## src/rtl/router_pkg.sv

```systemverilog
// Shared router types and widths: flit geometry, port index and arbiter state.
package router_pkg;

    localparam int unsigned flitWidth           = 12;
    localparam int unsigned modifiedFlitSize    = 14;
    localparam int unsigned modifiedHeaderWidth = 6;
    localparam int unsigned messageSize         = 8;

    typedef logic [1:0] port_idx_t;

    typedef enum logic [1:0] {
        RUN,
        DRAIN,
        HALTED
    } arb_state_t;

endpackage

```

## src/rtl/flit_fifo.sv

```systemverilog
// Synchronous circular FIFO; caller must not push when full or pop when empty.
module flit_fifo #(
    parameter int unsigned width = 14,
    parameter int unsigned depth = 2,
    localparam int unsigned countWidth = $clog2(depth + 1)
) (
    input  logic                  clk,
    input  logic                  resetN,
    input  logic                  push,
    input  logic                  pop,
    input  logic [width-1:0]      din,
    output logic [width-1:0]      head,
    output logic [countWidth-1:0] count
);

    localparam int unsigned ptrWidth = (depth > 1) ? $clog2(depth) : 1;
    localparam logic [ptrWidth-1:0] lastPtr = ptrWidth'(depth - 1);

    logic [width-1:0]    mem [depth];
    logic [ptrWidth-1:0] wrPtr;
    logic [ptrWidth-1:0] rdPtr;

    function automatic logic [ptrWidth-1:0] nextPtr(input logic [ptrWidth-1:0] p);
        return (p == lastPtr) ? '0 : p + ptrWidth'(1);
    endfunction

    always_ff @(posedge clk or negedge resetN) begin
        if (!resetN) begin
            for (int i = 0; i < int'(depth); i++) begin
                mem[i] <= '0;
            end
            wrPtr <= '0;
            rdPtr <= '0;
            count <= '0;
        end else begin
            if (push) begin
                mem[wrPtr] <= din;
                wrPtr      <= nextPtr(wrPtr);
            end
            if (pop) begin
                rdPtr <= nextPtr(rdPtr);
            end
            case ({push, pop})
                2'b10:   count <= count + countWidth'(1);
                2'b01:   count <= count - countWidth'(1);
                default: count <= count;
            endcase
        end
    end

    assign head = mem[rdPtr];

endmodule

```

## src/rtl/output_port_arbiter.sv

```systemverilog
// Round-robin arbiter for one output link: grants one of four input ports per cycle into a
// small FIFO and supports a drain/halt handshake for safe reconfiguration.
module output_port_arbiter #(
    parameter int unsigned modifiedFlitSize = 14,
    parameter int unsigned numPorts         = 4,
    parameter int unsigned fifoDepth        = 2
) (
    input  logic                        clk,
    input  logic                        resetN,
    input  logic [numPorts-1:0]         reqValid,
    input  logic [modifiedFlitSize-1:0] flitIn1,
    input  logic [modifiedFlitSize-1:0] flitIn2,
    input  logic [modifiedFlitSize-1:0] flitIn3,
    input  logic [modifiedFlitSize-1:0] flitIn4,
    output logic [numPorts-1:0]         reqReady,
    output logic [modifiedFlitSize-1:0] outFlit,
    output logic                        outValid,
    input  logic                        portBlock,
    input  logic                        drainReq,
    output logic                        drainDone
);

    import router_pkg::*;

    localparam int unsigned countWidth = $clog2(fifoDepth + 1);
    localparam logic [countWidth-1:0] fullCount = countWidth'(fifoDepth);

    arb_state_t                  state;
    port_idx_t                   rrPtr;
    port_idx_t                   winIdx;
    port_idx_t                   scanIdx;
    logic                        found;
    logic                        grant;
    logic                        pop;
    logic [countWidth-1:0]       count;
    logic [modifiedFlitSize-1:0] winFlit;

    // First requester at or after rrPtr, wrapping over the four ports.
    always_comb begin
        found   = 1'b0;
        winIdx  = rrPtr;
        scanIdx = rrPtr;
        for (int k = 0; k < 4; k++) begin
            scanIdx = rrPtr + port_idx_t'(k);
            if (!found && reqValid[scanIdx]) begin
                found  = 1'b1;
                winIdx = scanIdx;
            end
        end
    end

    always_comb begin
        case (winIdx)
            2'd0:    winFlit = flitIn1;
            2'd1:    winFlit = flitIn2;
            2'd2:    winFlit = flitIn3;
            default: winFlit = flitIn4;
        endcase
    end

    // Gated by resetN so no grant is advertised while reset is held.
    assign grant    = resetN && (state == RUN) && (count < fullCount) && found;
    assign reqReady = grant ? (numPorts'(1) << winIdx) : '0;
    assign outValid = (count != '0);
    assign pop      = outValid && !portBlock;

    always_ff @(posedge clk or negedge resetN) begin
        if (!resetN) begin
            state <= RUN;
            rrPtr <= '0;
        end else begin
            if (grant) begin
                rrPtr <= winIdx + port_idx_t'(1);
            end
            case (state)
                RUN: begin
                    if (drainReq) state <= DRAIN;
                end
                DRAIN: begin
                    if (!drainReq)          state <= RUN;
                    else if (count == '0)   state <= HALTED;
                end
                HALTED: begin
                    if (!drainReq) state <= RUN;
                end
                default: state <= RUN;
            endcase
        end
    end

    assign drainDone = (state == HALTED);

    flit_fifo #(
        .width (modifiedFlitSize),
        .depth (fifoDepth)
    ) u_fifo (
        .clk    (clk),
        .resetN (resetN),
        .push   (grant),
        .pop    (pop),
        .din    (winFlit),
        .head   (outFlit),
        .count  (count)
    );

endmodule

```

## config.mk

```make
export PLATFORM = sky130hd
export DESIGN_NAME = output_port_arbiter
export DESIGN_NICKNAME = d
export VERILOG_FILES = /design/src/rtl/router_pkg.sv /design/src/rtl/flit_fifo.sv /design/src/rtl/output_port_arbiter.sv
export SDC_FILE = /design/constraint.sdc
export NUM_CORES = 1
export LEC_CHECK = 0
export CAP_MARGIN = 30
export CORE_ASPECT_RATIO = 2
export CORE_MARGIN = 3
export CORE_UTILIZATION = 47
export DETAILED_ROUTE_END_ITERATION = 16
export GPL_TIMING_DRIVEN = 0
export PLACE_DENSITY = 0.85
export SYNTH_ARGS = -nofsm -noshare
export SYNTH_HDL_FRONTEND = slang
export SYNTH_SLANG_ARGS = --single-unit
```

## constraint.sdc

```tcl
create_clock -name clk -period 6.26 [get_ports clk]
set_input_delay 1.565 -clock clk [delete_from_list [all_inputs] [get_ports clk]]
set_output_delay 1.565 -clock clk [all_outputs]
set_load 0.05 [all_outputs]
```

# After elaboration in Yosys (flattened, before gate mapping)
# Index checks and enable logic that the tools add are counted.
[op_classes]
n_addsub = 8
shifts = 1
n_reduce_logical = 18
n_eq_ne = 9
bitwise = 2
order_cmp = 8
n_mux = 31
[ops]
columns = ["cell", "n"]
rows = [
  ["14-bit 2-to-1 mux", 4],
  ["14-bit case mux with 3 select lines", 1],
  ["28-bit bitwise mux", 1],
  ["14-bit demux with 1-bit select", 1],
  ["2-bit 2-to-1 mux", 7],
  ["2-bit by 3-bit < comparator with 1-bit output (second input constant)", 4],
  ["1-bit 2-to-1 mux", 10],
  ["1-bit binary-select mux with 2-bit select", 4],
  ["1-bit logical AND", 8],
  ["2-bit by 1-bit adder with 2-bit output (second input constant)", 3],
  ["2-bit by 1-bit == test with 1-bit output (second input constant)", 3],
  ["2-bit == test (second input constant)", 3],
  ["2-bit logical NOT", 3],
  ["2-bit case mux with 3 select lines", 1],
  ["2-bit adder (second input constant)", 2],
  ["2-bit >= comparator (second input constant)", 2],
  ["1-bit logical NOT", 4],
  ["4-bit 2-to-1 mux", 1],
  ["2-bit inequality test (second input constant)", 2],
  ["1-bit inverter with 2-bit output", 2],
  ["2-bit case mux with 2 select lines", 1],
  ["2-bit nonzero test", 2],
  ["1-bit by 2-bit << shifter with 4-bit output (first input constant)", 1],
  ["3-bit inequality test (second input constant)", 1],
  ["other kinds (5)", 6],
]
[totals]
input_bits = 64
reg_bits = 36
word_cells = 84

# Depth between registers and ports, before layout
# Gate-level depths: netlist (run 1).
[logic_depth]
ltp_word = 15
ltp_mapped = 8

# Cells and area by module
# From an unflattened synthesis (run 1), not the netlist that was laid out.
[unflattened]
cells_unflattened = 178
area_unflattened_um2 = 2213.4
[by_module_without_submodules]
columns = ["mod", "instances", "seq_area_each_um2", "cells_per_inst", "area_each_um2"]
rows = [
  ["flit_fifo", 1, 800.8, 88, 1425.1],
  ["output_port_arbiter", 1, 100.1, 90, 788.3],
]

# Worst setup path after synthesis (run 1)
# OpenSTA, ideal clock, no wires.
[synth_timing]
kind = "input to output"
from = "in reqValid[2]"
to = "out reqReady[0]"
slack_ps = 1539
required_ps = 4695
cell_stages = 6
n_path_buf = 1
t_arrival_ps = 3156
cell_sequence = "or2_2 -> a21oi_1 -> o31a_1 -> ha_1 -> clkbuf_1 -> and3_1"
[synth_between]
elab_chain_len = 14
elab_cells_between_ends = 24
cone_classes = "shift: 1; mux: 16; reduce/logical: 7"
[synth_rtl]
columns = ["element", "line", "text"]
rows = [
  ["start: declaration", "output_port_arbiter.sv:10", "input logic [numPorts-1:0] reqValid,"],
  ["1-bit binary-select mux with 2-bit select", "output_port_arbiter.sv:45", "if (!found && reqValid[scanIdx]) begin"],
  ["1-bit 2-to-1 mux (not written as such)", "output_port_arbiter.sv:45", ""],
  ["1-bit 2-to-1 mux", "output_port_arbiter.sv:45", ""],
  ["1-bit logical NOT", "output_port_arbiter.sv:45", ""],
  ["1-bit logical AND", "output_port_arbiter.sv:45", ""],
  ["1-bit 2-to-1 mux", "output_port_arbiter.sv:45", ""],
  ["1-bit logical NOT", "output_port_arbiter.sv:45", ""],
  ["1-bit logical AND", "output_port_arbiter.sv:45", ""],
  ["1-bit 2-to-1 mux", "output_port_arbiter.sv:45", ""],
  ["1-bit logical NOT", "output_port_arbiter.sv:45", ""],
  ["1-bit logical AND", "output_port_arbiter.sv:45", ""],
  ["2-bit 2-to-1 mux or 1-bit 2-to-1 mux (tied branches)", "output_port_arbiter.sv:45", ""],
  ["1-bit by 2-bit << shifter with 4-bit output or 1-bit logical AND (tied branches)", "output_port_arbiter.sv:63, output_port_arbiter.sv:62", ""],
  ["4-bit 2-to-1 mux (*)", "output_port_arbiter.sv:63", "assign reqReady = grant ? (numPorts'(1) << winIdx) : '0;"],
  ["end: declaration", "output_port_arbiter.sv:15", "output logic [numPorts-1:0] reqReady,"],
]
# Mark *: on every way between the ends. The rest lies on a longest branch, timed or not. The select of a mux whose other input is x is not followed.

# Final worst setup path (run 1)
[layout_timing]
from = "in reqValid[0]"
to = "out reqReady[0]"
# Same word-level chain as after synthesis.

==> results.sh, run 1 <==
export IMPL_clock_path_buffers=2
export IMPL_yosysWarnings=0
export IMPL_syn_area_per_cell_um2=11.8
export IMPL_io_buffers=83
export IMPL_drt_pass1_iterations=4
export IMPL_root_buffer="clkbuf_8"
export IMPL_drt_iter0_drc=71
export IMPL_hp_class="flip-flop to flip-flop"
export IMPL_maxCapViolations=0
export IMPL_worstSkewPairLatency_ns=0.29
export IMPL_post_cts_buffers=0
export IMPL_synthTopCellsByArea="dfrtp_1 42%, mux2_2 23%, a222oi_1 6.5%, mux2i_1 6.5%, ha_1 3.5%"
export IMPL_fin_nets=341
export IMPL_gp_congestion=0.917
export IMPL_total_power_w=0.00154
export IMPL_viasPerCell=5.44
export IMPL_cts_resized_gates=0
export IMPL_synth_area_mm2=0.00214
export IMPL_end_kind="output port"
export IMPL_powerDensity_mw_per_mm2=488
export IMPL_design_area_mm2=0.00315
export IMPL_dp_cells=318
export IMPL_core_mm2=0.00438
export IMPL_rows=34
export IMPL_area_growth_pct=47.0
export IMPL_grt_max_degree=39
export IMPL_leakage_nw=1.37
export IMPL_ys_seq_elements=36
export IMPL_yosysUniqueCellTypes=32
export IMPL_slew_violations=0
export IMPL_io_pins=84
export IMPL_rsz0062_at_grt="no"
export IMPL_cts_htree_levels=2
export IMPL_overflow=0
export IMPL_fill_cells=329
export IMPL_fin_crit_ns=6.06
export IMPL_final_util=0.719
export IMPL_drive_gt1_frac=0.224
export IMPL_skew_ns=0.00611
export IMPL_critical_path_class="primary input to output port"
export IMPL_finalSetupTns_ns=0
export IMPL_dpl_instance_area_mm2=0.00304
export IMPL_final_common_cell="clkdlybuf4s50_1"
export IMPL_setup_viol=0
export IMPL_final_cells=326
export IMPL_status="completed"
export IMPL_path_clk_slew_ns=0.07
export IMPL_whs_path_depth=1
export IMPL_die_area_mm2=0.00545
export IMPL_wire_per_inst_um=16.8
export IMPL_diodes=0
export IMPL_yosysSeqAreaShare=0.421
export IMPL_irDropWorstVdd_v=0.000341
export IMPL_timing_final_crit_share=0.968
export IMPL_netlist_instances=181
export IMPL_grt_pass1_vias=1937
export IMPL_rr_worst_depth=8
export IMPL_wl_um=5480
export IMPL_tightest_slew_ns=0.793
export IMPL_ant_nets=0
export IMPL_yosysTopAreaCellShare=0.421
export IMPL_grt_antenna_before_repair=0
export IMPL_dp_hpwl_um=4300
export IMPL_grt_pass1_wl_um=8650
export IMPL_syn_num_nets=251
export IMPL_synth_area_leader_cell="dfrtp_1"
export IMPL_required_ns=4.70
export IMPL_initial_core_util=0.489
export IMPL_cts_buffers=5
export IMPL_maxSlewHeadroom=0.471
export IMPL_start_kind="primary input"
export IMPL_chipHeight_um=101
export IMPL_hold_viol=0
export IMPL_cp_max_fo=10
export IMPL_drc=0
export IMPL_die_w_um=53.7
export IMPL_critical_path_arrival_ns=4.50
export IMPL_clock_sinks=36
export IMPL_fmax_ghz=0.165
export IMPL_final_cell_mix="82 x clkdlybuf4s50_1, 43 x mux2_2, 36 x dfrtp_1"
export IMPL_tritoncts="built"
export IMPL_track_usage=0.218
export IMPL_cts_hold_buf=0
export IMPL_via_count=1774
==> metal layers <==
metal | track usage | wire (um) | vias to the layer above
met3 | 0.0457 | 297 | 8
met2 | 0.413 | 3170 | 61
li1 | - | - | 852
met5 | 0 | 0 | -
met4 | 0.104 | 106 | 0
met1 | 0.206 | 1910 | 853
==> critical path, cell delays in order <==
cell,delay (ns)
clkdlybuf4s50_1,0.54
nor2b_1,0.26
o21bai_1,0.18
nand3_1,0.17
ha_1,0.29
clkbuf_1,0.45
and3_1,0.24
clkdlybuf4s50_1,0.80
==> synthesized netlist by cell type <==
master and n:
xnor2_1 2, or4b_4 1, nand2_1 1, nor3b_4 1, nand2b_1 1, a31oi_1 1, nor4b_2 1, inv_1 16
o31ai_1 1, ha_1 6, buf_2 1, a222oi_1 14, mux2i_1 14, a21oi_1 4, o21ai_0 2, dfrtp_1 36
xor2_1 3, or4_1 1, or2_2 1, buf_6 1, and3_1 5, mux2_2 43, o31a_1 1, clkbuf_1 6
nand3_1 2, a211o_1 1, buf_4 1, o21a_1 1, nor2_1 6, nor4b_1 1, o21bai_1 1, nor2b_1 5
==> registers in the layout, indices dropped and copies added, names as in the netlist <==
register	count
u_fifo.rdPtr	1
u_fifo.mem	28
state	2
u_fifo.count	2
rrPtr	2
u_fifo.wrPtr	1
==> layout make-up <==
class                      count  area [um2]  area share
multi-input combinational    120        1130       0.360
inverter                      16        60.1      0.0191
clock buffer                   5        68.8      0.0219
timing repair buffer          83         826       0.262
clock inverter                 3        42.5      0.0135
buffer                         9        48.8      0.0155
tap                           54        67.6      0.0215
sequential                    36         901       0.286
==> per-stage QoR <==
step	worst slack, ns	hold slack, ns
after floorplan	1.54	0.474
after CTS	0.0353	0.507
after detailed placement	0.0992	0.492
after global placement	-0.171	0.481
final	0.199	0.504
after global routing	0.0260	0.524
==> report_power, final <==
part           internal [W]  switching (W)
Sequential         0.000340      0.0000638
Combinational      0.000415       0.000519
Clock              0.000118      0.0000818
==> logic make-up (layout without fill, tap and decap cells) <==
family	count (synthesis)	count (layout)	synth area share
fa+ha+maj	6	6	0.0350
buf+inv	25	116	0.0496
xor+xnor	5	5	0.0204
flops	36	36	0.421
compound gates	26	26	0.101
mux	57	57	0.291
simple gates	26	26	0.0818
==> worst paths after layout <==
| check | start | endpoint | slack, ns |
|---|---|---|---|
| worst min-delay path | u_fifo.mem[6] | u_fifo.mem[6] | 0.50 |
| min in group asynchronous | resetN | u_fifo.mem[23] | 1.36 |
| max in group asynchronous | resetN | rrPtr[0] | 4.40 |
| worst max-delay path | reqValid[0] | reqReady[0] | 0.20 |
| worst max register to register | rrPtr[0] | u_fifo.mem[23] | 3.56 |
| worst min register to register | u_fifo.mem[6] | u_fifo.mem[6] | 0.50 |
Note: power is estimated with default switching activity, not from simulation.
==> inputs of run 2 (changes only) <==
--- a/config.mk
+++ b/config.mk
@@ -12,6 +12,7 @@
 export DETAILED_ROUTE_END_ITERATION = 16
 export GPL_TIMING_DRIVEN = 0
 export PLACE_DENSITY = 0.85
+export RECOVER_POWER = 50
 export SYNTH_ARGS = -nofsm -noshare
 export SYNTH_HDL_FRONTEND = slang
 export SYNTH_SLANG_ARGS = --single-unit
==> run 2 against run 1 <==
Total power fell by 0.30%. Global-route usage did not move. Via count rose by 0.45%. Critical path depth did not move. Core utilization fell by 0.23 points. Die area did not move. Combinational power fell by 0.5%. Clock skew barely moved.
==> results.sh, run 2 (synthesis results as in run 1) <==
export IMPL_wire_per_inst_um=16.8
export IMPL_setup_viol=0
export IMPL_timing_final_crit_share=0.968
export IMPL_wl_um=5470
export IMPL_skew_ns=0.00623
export IMPL_critical_path_class="primary input to output port"
export IMPL_drive_gt1_frac=0.217
export IMPL_maxCapViolations=0
export IMPL_grt_antenna_before_repair=0
export IMPL_chipHeight_um=101
export IMPL_initial_core_util=0.489
export IMPL_drt_pass1_iterations=4
export IMPL_final_cell_mix="77 x clkdlybuf4s50_1, 43 x mux2_2, 36 x dfrtp_1"
export IMPL_io_pins=84
export IMPL_regMostFlops="u_fifo.mem"
export IMPL_tightest_slew_ns=0.914
export IMPL_worstSkewPairLatency_ns=0.29
export IMPL_rows=34
export IMPL_cts_buffers=5
export IMPL_io_buffers=83
export IMPL_end_kind="output port"
export IMPL_tritoncts="built"
export IMPL_cts_hold_buf=0
export IMPL_clock_sinks=36
export IMPL_die_area_mm2=0.00545
export IMPL_fin_crit_ns=6.06
export IMPL_grt_pass1_vias=1937
export IMPL_hold_viol=0
export IMPL_critical_path_arrival_ns=4.49
export IMPL_status="completed"
export IMPL_crit_slowest_cell="clkdlybuf4s50_1"
export IMPL_area_growth_pct=46.6
export IMPL_required_ns=4.70
export IMPL_gp_congestion=0.917
export IMPL_maxSlewHeadroom=0.382
export IMPL_rsz0062_at_grt="no"
export IMPL_root_buffer="clkbuf_8"
export IMPL_die_w_um=53.7
export IMPL_fin_nets=341
export IMPL_min_to="u_fifo.mem[1]"
export IMPL_dp_cells=318
export IMPL_final_common_cell="clkdlybuf4s50_1"
export IMPL_leakage_nw=1.37
export IMPL_drt_iter0_drc=75
export IMPL_irDropWorstVdd_v=0.000340
export IMPL_whs_path_depth=1
export IMPL_powerDensity_mw_per_mm2=488
export IMPL_path_clk_slew_ns=0.08
export IMPL_crit_path_start="reqValid[0]"
export IMPL_final_cells=326
export IMPL_drc=0
export IMPL_cpMostUsedCell="clkdlybuf4s50_1"
export IMPL_overflow=0
export IMPL_ant_nets=0
export IMPL_via_count=1782
export IMPL_regToRegEndpoint="u_fifo.mem[23]"
export IMPL_fill_cells=331
export IMPL_diodes=0
export IMPL_grt_pass1_wl_um=8650
export IMPL_viasPerCell=5.47
export IMPL_core_mm2=0.00438
export IMPL_dp_hpwl_um=4300
export IMPL_finalSetupTns_ns=0
export IMPL_min_from="u_fifo.mem[1]"
export IMPL_regToRegStartpoint="rrPtr[0]"
export IMPL_hp_class="flip-flop to flip-flop"
export IMPL_rr_worst_depth=8
export IMPL_critPathTopFamily="buffers and inverters"
export IMPL_track_usage=0.218
export IMPL_worst_r2r_setup_slack_ns=3.57
export IMPL_start_kind="primary input"
export IMPL_slew_violations=0
export IMPL_timing_hold_ws_ns=0.505
export IMPL_path_buf_inv=3
export IMPL_fmax_ghz=0.165
export IMPL_crit_chain="clkdlybuf4s50_1, nor2b_1, o21bai_1, nand3_1, ha_1, clkbuf_1, and3_1, clkdlybuf4s50_1"
export IMPL_cts_htree_levels=2
export IMPL_cp_max_fo=10
export IMPL_critPathMaxStageDelay_ns=0.80
export IMPL_largest_register_ffs=28
export IMPL_grt_max_degree=39
export IMPL_clock_path_buffers=2
[run 2: cell types whose count changed in the layout (fill, tap and decap cells not counted), sizes merged]
cell           previous run  this run
dlygate4sd3               0         5
clkdlybuf4s50            82        77
[run 2: final cells by class]
| cell class | instances | area [um2] | area share |
|---|---|---|---|
| clock buffers | 5 | 68.8 | 0.0219 |
| clock inverters | 3 | 42.5 | 0.0136 |
| repair buffers | 83 | 826 | 0.263 |
| well taps | 54 | 67.6 | 0.0215 |
| inverters | 16 | 60.1 | 0.0191 |
| plain buffers | 9 | 48.8 | 0.0155 |
| multi-input cells | 120 | 1120 | 0.358 |
| flip-flops and latches | 36 | 901 | 0.287 |
[run 2: how the worst max path moves through the flow]
stage                  endpoint  slack (ns)  cells past startpoint
floorplan           reqReady[0]        1.54                      6
global placement    reqReady[3]       -0.17                      4
detailed placement  reqReady[1]         0.1                      8
CTS                 reqReady[1]        0.04                      8
global route        reqReady[1]        0.02                      8
finish              reqReady[0]        0.20                      8
[run 2: timing repair]
item,in CTS,in global routing
setup buffers,0,0
setup endpoints to repair,0,2
gates resized for setup,0,4
[run 2: report_power, final]
| group | switching (W) | internal [W] |
|---|---|---|
| Clock | 0.0000845 | 0.000118 |
| Sequential | 0.0000622 | 0.000340 |
| Combinational | 0.000519 | 0.000410 |
| Total | 0.000666 | 0.000868 |
[run 2: per-stage QoR]
step / instance area, um2 / utilization / worst slack, ns / power [W]
after floorplan: 2140 / - / 1.54 / 0.00107
after global placement: 3040 / 0.694 / -0.171 / 0.00133
after detailed placement: 3040 / 0.693 / 0.0992 / 0.00135
after CTS: 3150 / 0.718 / 0.0353 / 0.00155
after global routing: 3140 / 0.716 / 0.0231 / 0.00163
final: 3140 / 0.716 / 0.202 / 0.00153
[run 2: per-layer routing]
metal / GRT usage / part of all wire / vias to the layer above / routed length [um]
li1: - / - / 854 / -
met1: 0.206 / 0.34 / 852 / 1870
met2: 0.413 / 0.57 / 63 / 3150
met3: 0.0457 / 0.055 / 13 / 302
met4: 0.104 / 0.028 / 0 / 151
met5: 0 / 0 / - / 0
==> inputs of run 3 (changes only) <==
--- a/config.mk
+++ b/config.mk
@@ -11,8 +11,9 @@
 export CORE_UTILIZATION = 47
 export DETAILED_ROUTE_END_ITERATION = 16
 export GPL_TIMING_DRIVEN = 0
-export PLACE_DENSITY = 0.85
+export PLACE_DENSITY = 0.89
 export RECOVER_POWER = 50
+export SKIP_CTS_REPAIR_TIMING = 1
 export SYNTH_ARGS = -nofsm -noshare
 export SYNTH_HDL_FRONTEND = slang
 export SYNTH_SLANG_ARGS = --single-unit
==> run 3 against run 2 <==
Register-to-register slack worse by 0.16 ns. Global-route usage is 0.18 points lower. Sequential share of layout area hardly changed. Worst hold slack hardly changed. Die area stayed put. Count of clock-buffer cells in the layout is 1 higher.
==> results.sh, run 3 (synthesis results as in run 1) <==
export IMPL_status="completed"
export IMPL_rsz0062_at_grt="no"
export IMPL_critPathTopFamily="buffers and inverters"
export IMPL_slew_violations=0
export IMPL_start_kind="primary input"
export IMPL_core_mm2=0.00438
export IMPL_root_buffer="clkbuf_8"
export IMPL_end_kind="output port"
export IMPL_cts_buffers=5
export IMPL_area_growth_pct=46.4
export IMPL_clock_sinks=36
export IMPL_hp_class="flip-flop to flip-flop"
export IMPL_powerDensity_mw_per_mm2=489
export IMPL_path_clk_slew_ns=0.07
export IMPL_diodes=0
export IMPL_hold_viol=0
export IMPL_wl_um=5600
export IMPL_fin_crit_ns=6.02
export IMPL_cts_htree_levels=2
export IMPL_setup_viol=0
export IMPL_fmax_ghz=0.166
export IMPL_via_count=1839
export IMPL_multi_input_area_mm2=0.00112
export IMPL_drive_gt1_frac=0.217
export IMPL_cp_max_fo=10
export IMPL_grt_pass1_wl_um=8540
export IMPL_crit_chain="clkdlybuf4s50_1, or2_2, a21oi_1, o31ai_1, ha_1, clkbuf_2, and3_1, clkdlybuf4s50_1"
export IMPL_drc=0
export IMPL_layout_setup_ws_ns=0.239
export IMPL_tightest_slew_ns=0.876
export IMPL_route_met2_wl_um=3160
export IMPL_pre_cts_slack_ns=0.0210
export IMPL_critical_path_arrival_ns=4.46
export IMPL_critPathMaxStageDelay_ns=0.81
export IMPL_rows=34
export IMPL_timing_final_crit_share=0.962
export IMPL_irDropWorstVdd_v=0.000343
export IMPL_drt_pass1_iterations=4
export IMPL_cpMostUsedCell="clkdlybuf4s50_1"
export IMPL_initial_core_util=0.489
export IMPL_ant_nets=0
export IMPL_wire_per_inst_um=17.2
export IMPL_track_usage=0.216
export IMPL_clock_path_buffers=2
export IMPL_final_cell_mix="76 x clkdlybuf4s50_1, 43 x mux2_2, 36 x dfrtp_1"
export IMPL_critical_path_class="primary input to output port"
export IMPL_required_ns=4.70
export IMPL_io_buffers=83
export IMPL_grt_pass1_vias=1953
export IMPL_drt_iter0_drc=93
export IMPL_final_cells=326
export IMPL_dp_hpwl_um=4430
export IMPL_maxSlewHeadroom=0.407
export IMPL_die_w_um=53.7
export IMPL_path_buf_inv=3
export IMPL_leakage_nw=1.38
export IMPL_grt_antenna_before_repair=0
export IMPL_worstSkewPairLatency_ns=0.28
export IMPL_dp_cells=318
export IMPL_io_pins=84
export IMPL_chipHeight_um=101
export IMPL_viasPerCell=5.64
export IMPL_largest_register_ffs=28
export IMPL_final_common_cell="clkdlybuf4s50_1"
export IMPL_final_util=0.716
export IMPL_fin_nets=341
export IMPL_die_area_mm2=0.00545
export IMPL_gp_congestion=0.901
export IMPL_tritoncts="built"
export IMPL_crit_slowest_cell="clkdlybuf4s50_1"
export IMPL_overflow=0
export IMPL_skew_ns=0.0109
export IMPL_finalSetupTns_ns=0
export IMPL_fill_cells=317
export IMPL_grt_max_degree=39
export IMPL_regMostFlops="u_fifo.mem"
export IMPL_met3_length_um=373
export IMPL_register_area_um2=901
export IMPL_topRoutingLayerUsed="met4"
export IMPL_wl_met1_um=1930
export IMPL_maxCapViolations=0
==> run 3: worst paths after layout <==
check / endpoint / slack [ns] / from / depth (start not counted)
max in group asynchronous: state[1] / 4.39 / resetN / 1
setup reg to reg: u_fifo.mem[1] / 3.41 / rrPtr[1] / 8
hold reg to reg: u_fifo.mem[13] / 0.50 / u_fifo.mem[13] / 1
setup / recovery: reqReady[2] / 0.24 / reqValid[2] / 8
min in group asynchronous: u_fifo.mem[23] / 1.36 / resetN / 1
hold / removal: u_fifo.mem[13] / 0.50 / u_fifo.mem[13] / 1
==> run 3: cell type report <==
type,count,area share
Inverter,16,0.0191
Timing Repair Buffer,83,0.263
Clock buffer,6,0.0231
Buffer,9,0.0160
Sequential cell,36,0.287
Multi-Input combinational cell,120,0.359
Tap cell,54,0.0215
Clock inverter,2,0.0112
==> run 3: worst register-to-register path, stage by stage (launching register included) <==
cell      delay, ns
dfrtp_1        0.42
or2_2          0.14
a21oi_1        0.07
o31ai_1        0.49
ha_1           0.23
buf_2          0.19
clkbuf_1       0.62
mux2i_1        0.27
mux2_2         0.33
==> run 3: metrics by stage <==
step	hold WS, ns	instance area, um2	total power (W)
finish	0.505	3140	0.00153
global route	0.516	3140	0.00162
CTS	0.507	3140	0.00155
detailed placement	0.490	3040	0.00135
global placement	0.480	3040	0.00133
floorplan	0.474	2140	0.00107
==> run 3: report_power, final <==
group | internal [W] | switching [W]
clock network | 0.000118 | 0.0000769
logic | 0.000410 | 0.000524
registers | 0.000340 | 0.0000644
==> run 3: per-layer routing <==
metal / up-vias / track usage
met1: 895 / 0.210
met3: 13 / 0.0339
met5: - / 0
met4: 0 / 0.100
li1: 852 / -
met2: 79 / 0.413
